<file path="src/rtl/stack3.sv">
`default_nettype none
// ============================================================================
//  Module   : stack3
//  Purpose  : Parametrised register-file stack for the Forth CPU core, used
//             for both the data stack and the return stack. Cell 0 is the
//             top of stack (T) and cell 1 is next (N). The block tracks
//             occupancy, keeps sticky overflow/underflow flags, supports a
//             two-cell drop and has an indexed peek port.
//  Ports    : clk        - clock, all state updates on rising edge
//             resetq     - asynchronous active-low reset
//             we         - write wd into the new top cell
//             delta      - stack movement: 00=0, 01=+1, 11=-1, 10=-2
//             wd         - write data
//             clr_err    - clear ovf/unf (a new error in the same cycle wins)
//             peek_idx   - cell index for peek_data
//             rd / rd2   - cell 0 (T) / cell 1 (N)
//             peek_data  - cell[peek_idx], FILL when the index is out of range
//             count      - number of cells in use, 0..DEPTH
//             empty/full - count == 0 / count == DEPTH
//             ovf / unf  - sticky overflow / underflow
//  Revision : 1.0 - initial release
// ============================================================================
module stack3 #(
  parameter int                 DEPTH = 16,
  parameter int                 WIDTH = 16,
  parameter logic [WIDTH-1:0]   FILL  = 16'h55AA,
  localparam int                CW    = $clog2(DEPTH + 1),
  localparam int                PW    = $clog2(DEPTH)
) (
  input  logic              clk,
  input  logic              resetq,
  input  logic              we,
  input  logic [1:0]        delta,
  input  logic [WIDTH-1:0]  wd,
  input  logic              clr_err,
  input  logic [PW-1:0]     peek_idx,
  output logic [WIDTH-1:0]  rd,
  output logic [WIDTH-1:0]  rd2,
  output logic [WIDTH-1:0]  peek_data,
  output logic [CW-1:0]     count,
  output logic              empty,
  output logic              full,
  output logic              ovf,
  output logic              unf
);

  localparam logic [1:0]    DELTA_HOLD  = 2'b00;
  localparam logic [1:0]    DELTA_PUSH  = 2'b01;
  localparam logic [1:0]    DELTA_POP2  = 2'b10;
  localparam logic [1:0]    DELTA_POP1  = 2'b11;
  localparam logic [CW-1:0] COUNT_FULL  = CW'(DEPTH);

  logic [WIDTH-1:0] cells_q [DEPTH];
  logic [WIDTH-1:0] cells_d [DEPTH];
  logic [CW-1:0]    count_q, count_d;
  logic             ovf_q, ovf_d;
  logic             unf_q, unf_d;

  // Next-state logic. Cell movement never looks at count: the shift happens
  // even on an empty or full stack, count only tracks occupancy and errors.
  always_comb begin
    cells_d = cells_q;
    count_d = count_q;
    // Clear first so that an error raised below in the same cycle wins.
    ovf_d   = clr_err ? 1'b0 : ovf_q;
    unf_d   = clr_err ? 1'b0 : unf_q;

    case (delta)
      DELTA_HOLD: begin
        if (we) cells_d[0] = wd;
      end

      DELTA_PUSH: begin
        for (int i = 1; i < DEPTH; i++) cells_d[i] = cells_q[i-1];
        // Push without a write duplicates T.
        cells_d[0] = we ? wd : cells_q[0];
        if (count_q < COUNT_FULL) count_d = count_q + CW'(1);
        else                      ovf_d   = 1'b1;
      end

      DELTA_POP1: begin
        for (int i = 0; i < DEPTH - 1; i++) cells_d[i] = cells_q[i+1];
        cells_d[DEPTH-1] = FILL;
        // Binary-op form: T' = wd, N' = old cell2.
        if (we) cells_d[0] = wd;
        if (count_q >= CW'(1)) count_d = count_q - CW'(1);
        else                   unf_d   = 1'b1;
      end

      DELTA_POP2: begin
        for (int i = 0; i < DEPTH - 2; i++) cells_d[i] = cells_q[i+2];
        cells_d[DEPTH-2] = FILL;
        cells_d[DEPTH-1] = FILL;
        // With a write, cell1 keeps the shifted old cell3.
        if (we) cells_d[0] = wd;
        if (count_q >= CW'(2)) begin
          count_d = count_q - CW'(2);
        end else begin
          count_d = '0;
          unf_d   = 1'b1;
        end
      end

      default: ;
    endcase
  end

  always_ff @(posedge clk or negedge resetq) begin
    if (!resetq) begin
      for (int i = 0; i < DEPTH; i++) cells_q[i] <= FILL;
      count_q <= '0;
      ovf_q   <= 1'b0;
      unf_q   <= 1'b0;
    end else begin
      for (int i = 0; i < DEPTH; i++) cells_q[i] <= cells_d[i];
      count_q <= count_d;
      ovf_q   <= ovf_d;
      unf_q   <= unf_d;
    end
  end

  // Indices past the last cell can only occur for non-power-of-two DEPTH.
  always_comb begin
    peek_data = FILL;
    if (int'(peek_idx) < DEPTH) peek_data = cells_q[peek_idx];
  end

  assign rd    = cells_q[0];
  assign rd2   = cells_q[1];
  assign count = count_q;
  assign empty = (count_q == '0);
  assign full  = (count_q == COUNT_FULL);
  assign ovf   = ovf_q;
  assign unf   = unf_q;

endmodule
`default_nettype wire

</file>
<file path="config.mk">
export PLATFORM = sky130hd
export DESIGN_NAME = stack3
export DESIGN_NICKNAME = d
export VERILOG_FILES = /design/src/rtl/stack3.sv
export SDC_FILE = /design/constraint.sdc
export NUM_CORES = 1
export LEC_CHECK = 0
export ABC_CLOCK_PERIOD_IN_PS = 1600
export BUFFER_PORTS_ARGS = -buffer_cell sky130_fd_sc_hd__buf_4
export CAP_MARGIN = 10
export CORE_MARGIN = 4
export CORE_UTILIZATION = 42
export DETAILED_ROUTE_END_ITERATION = 10
export PLACE_DENSITY = 0.59
export RECOVER_POWER = 100
export SYNTH_ARGS = -nofsm -noshare
export SYNTH_HDL_FRONTEND = slang
export SYNTH_SLANG_ARGS = --single-unit
</file>
<file path="constraint.sdc">
create_clock -name clk -period 1.6 [get_ports clk]
set_input_delay 0.16 -clock clk [delete_from_list [all_inputs] [get_ports clk]]
set_output_delay 0.16 -clock clk [all_outputs]
set_load 0.01 [all_outputs]
</file>
==> PnR_summary.wiki <==
{| class="wikitable"
! Metric !! Value
|-
| Status || finished, violations left
|-
| Violated checks || negative setup slack
|-
| Worst hold path stage count || 3
|-
| Min-delay worst type || input pin to register
|-
| Number of flops mapped to enable cells by yosys || 0
|-
| Number of setup violations in the final report || 113
|-
| Kind of critical path || register to output pin
|-
| Number of cells produced by synthesis || 1,056
|-
| Data required time of the critical path || 1440 ps
|-
| Initial core utilization || 42.8%
|-
| Placeable core region || 35,700 um^2
|-
| Post-detailed-placement cell area || 17,400 um^2
|-
| Measured slew at the worst slew-check pin || 1480 ps
|-
| Clk sinks || 263
|-
| Final setup skew || 8.82 ps
|-
| Later-pin clock latency in the skew report || 510 ps
|-
| Relative area change from synthesis to final layout || 25.5%
|-
| Total global-route track usage || 19.4%
|-
| Max-Slew Margin vs Limit || 1.61%
|-
| Residual antenna-violating net count after detailed routing || 0
|-
| Proportion of layout cells with a drive suffix above 1 || 52.7%
|-
| Length in cells of the worst reg-to-reg path || 7
|-
| Number of optimization iterations in the first detailed-route pass || 5
|-
| Die boundary height || 199 um
|-
| Category of the worst setup path launch point || register
|-
| Pwr/cell area || 1570 nW/um^2
|-
| First-pass GRT wire length || 61,600 um
|-
| Post-synthesis xor/xnor area fraction || 0.230%
|-
| CTS root buf || sky130_fd_sc_hd__clkbuf_16
|-
| Reported leakage power || 0.00791 uW
|-
| Min setup slack post-route || -445 ps
|-
| Syn Area/Cell || 14.4 um^2
|-
| DR vias/cell || 5.75
|-
| Die extent in x || 199 um
|-
| Arrival time worst endpoint || 1890 ps
|-
| Max-capacitance violation count || 0
|-
| Routed WL || 37,000 um
|-
| Biggest area consumer among synthesized cells || sky130_fd_sc_hd__mux4_2
|-
| Setup_tns || -8330 ps
|-
| Final HPWL DP || 25,000 um
|-
| Proportion of synthesized chip area in sequential cells || 44.2%
|-
| Post-Syn Area || 15,300 um^2
|-
| Share of the core filled with cells in the final layout || 53.7%
|-
| Overflow left after global routing || 0
|-
| Mux cell area share after synthesis || 37.9%
|-
| Achievable Freq || 489 MHz
|-
| I/O pin total || 83
|-
| Adder-cell area share of the yosys netlist || 0.574%
|-
| Clock transition at the register clock pins on the worst setup and hold paths after CTS || 50 ps
|-
| Number of antenna violations at the first check in global routing || 0
|-
| Net count after synthesis || 1,089
|-
| Vias || 10,315
|-
| Synthesized flop and latch total || 263
|-
| Worst setup EP type || output pin
|-
| Buffers added on ports || 82
|-
| Peak VDD IR || 0.000648 V
|-
| Number of design rule violations left after detail routing || 0
|-
| Largest family of logic cells by synthesized area || multiplexers
|-
| Number of global-route vias before repair || 10,800
|-
| Starting DRC count in detailed routing || 595
|-
| Detail-routed net length per standard cell || 20.6 um
|-
| Buffers from clock root to sink, at most || 3
|-
| Post-place setup slack || -227 ps
|-
| Die area || 39,400 um^2
|-
| Pin count of the biggest net entering global routing || 49
|-
| Final-report max-slew violation count || 0
|-
| Prevailing post-synth register cell || sky130_fd_sc_hd__dfrtp_1
|-
| Final non-filler cell area || 19,100 um^2
|-
| Shortest period the worst path allows || 2050 ps
|-
| Count of distinct cell types in the synthesized netlist || 46
|-
| Routability Congestion || 0.780
|-
| Number of buffers created by CTS || 34
|-
| Final count of hold timing violations || 0
|-
| RSZ-0062 raised after global routing || true
|-
| Area fraction in and, or, nand and nor cells after synthesis || 4.49%
|-
| Share of the synthesized area in the top cell type || 24.8%
|-
| Compound-cell area share of the yosys netlist || 7.01%
|-
| Clock tree from TritonCTS || built
|-
| H-tree depth || 2
|-
| Worst Hold Slack || 34.2 ps
|-
| Net total in the final layout || 1,341
|-
| Yosys synthesis warning count || 0
|-
| Biggest area contributors in the synthesized netlist || sky130_fd_sc_hd__mux4_2 (25%), sky130_fd_sc_hd__dfrtp_1 (22%), sky130_fd_sc_hd__dfstp_2 (22%), sky130_fd_sc_hd__mux2i_1 (8.9%), sky130_fd_sc_hd__mux4_1 (3.4%)
|-
| Count of standard-cell rows || 69
|-
| Share of synthesized flip-flops with an asynchronous set or reset || 100%
|-
| Final period utilization || 128%
|-
| Highest net fanout along the worst path || 2
|-
| Number of diodes added for antenna fixing || 0
|}
critical path: stages (launching register included):
cell and delay (ps):
sky130_fd_sc_hd__dfrtp_1 390, sky130_fd_sc_hd__mux4_2 490, sky130_fd_sc_hd__a22oi_2 250, sky130_fd_sc_hd__nand2_2 110
sky130_fd_sc_hd__buf_6 140
state kept, by name, summed over array words and instances (netlist names):
| signal | count |
|---|---|
| rd2 | 16 |
| cells_q | 224 |
| rd | 16 |
| count | 5 |
| ovf | 1 |
| unf | 1 |
cell usage in the layout (no fill, tap or decap), drive strengths merged, types with 2 or more instances in the layout:
cell type,n
buf,283
mux4,189
mux2i,136
dfrtp,135
dfstp,128
clkbuf,96
nand2,70
o21ai,43
a21oi,42
nor2b,35
a211oi,32
a22oi,32
nor2,25
dlygate4sd3,18
o22a,8
clkinv,8
mux2,8
ha,7
inv,6
nand3,4
and2,3
nand2b,2
xor2,2
o211ai,2
o22ai,2
xnor2,2
and3,2
cells by family (layout without fill, tap and decap cells):
logic type / Yosys count / in the layout
XOR/XNOR: 4 / 4
AO/OA/AOI/OAI: 168 / 168
buffers and inverters: 135 / 412
flip-flops: 263 / 263
multiplexers: 333 / 333
adder cells (fa/ha/maj): 7 / 7
AND/OR/NAND/NOR: 146 / 146
layout make-up:
type	instances	area (um^2)
Sequential cell	263	6740
Tap cell	461	577
Clock inverter	9	70.1
Multi-Input combinational cell	658	7830
Timing Repair Buffer	345	2850
Fill cell	2903	16500
Inverter	6	25.0
Clock buffer	52	1040
path summary, 6_finish.rpt:
kind                              from            end  slack (ps)
max                             rd[15]  peek_data[15]        -450
min                                 we          rd[3]          30
max reg2reg                   count[1]       count[1]         -70
min reg2reg                cells_q[15]    cells_q[31]         500
max in group asynchronous       resetq         rd2[4]         -20
min in group asynchronous       resetq    cells_q[68]         550
power breakdown:
part           internal (uW)  switching, uW  leakage [uW]  total, uW
clock network           4650           2910      0.000555       7550
logic                   6620           4550       0.00435      11200
registers               9550           1750       0.00301      11300
metrics by stage:
step,cells,total power [uW]
detailed placement,1661,21400
global route,1794,31800
finish,1794,30000
CTS,1787,30400
floorplan,1056,17300
global placement,1660,21200
routing by layer:
layer  track usage, %  vias to the layer above  share of wire [%]
li1                 -                     4624                  -
met1             30.8                     5429                 50
met2             28.6                      226                 45
met3             2.81                       36                4.3
met4             4.10                        0                1.4
met5                0                        -                  0
synth_stat cells (2+ instances only):
library cell               instances
sky130_fd_sc_hd__clkbuf_1         29
sky130_fd_sc_hd__nand2_1          70
sky130_fd_sc_hd__and3_1            2
sky130_fd_sc_hd__inv_1             5
sky130_fd_sc_hd__a22oi_1          32
sky130_fd_sc_hd__and2_1            3
sky130_fd_sc_hd__buf_4            53
sky130_fd_sc_hd__mux4_2          168
sky130_fd_sc_hd__nor2b_1          35
sky130_fd_sc_hd__nand2b_1          2
sky130_fd_sc_hd__dfrtp_1         135
sky130_fd_sc_hd__mux2_2            8
sky130_fd_sc_hd__ha_1              7
sky130_fd_sc_hd__mux4_1           20
sky130_fd_sc_hd__o22ai_1           2
sky130_fd_sc_hd__mux2i_1         136
sky130_fd_sc_hd__dfstp_2         128
sky130_fd_sc_hd__buf_6             4
sky130_fd_sc_hd__nor2_1           25
sky130_fd_sc_hd__o22a_1            8
sky130_fd_sc_hd__o21ai_1          26
sky130_fd_sc_hd__xnor2_1           2
sky130_fd_sc_hd__o211ai_1          2
sky130_fd_sc_hd__a211oi_1         32
sky130_fd_sc_hd__o21ai_0          17
sky130_fd_sc_hd__nand3_1           3
sky130_fd_sc_hd__buf_2            38
sky130_fd_sc_hd__xor2_1            2
sky130_fd_sc_hd__buf_12            4
sky130_fd_sc_hd__a21oi_1          42
timing repair:
action,in CTS,in global routing
hold buffers,18,0
pin swaps,42,11
hold endpoints to repair,141,0
endpoints found under the setup margin,19,23
setup buffers,48,7
resized for setup,71,14
No activity file was read; power rests on OpenSTA's default activity.
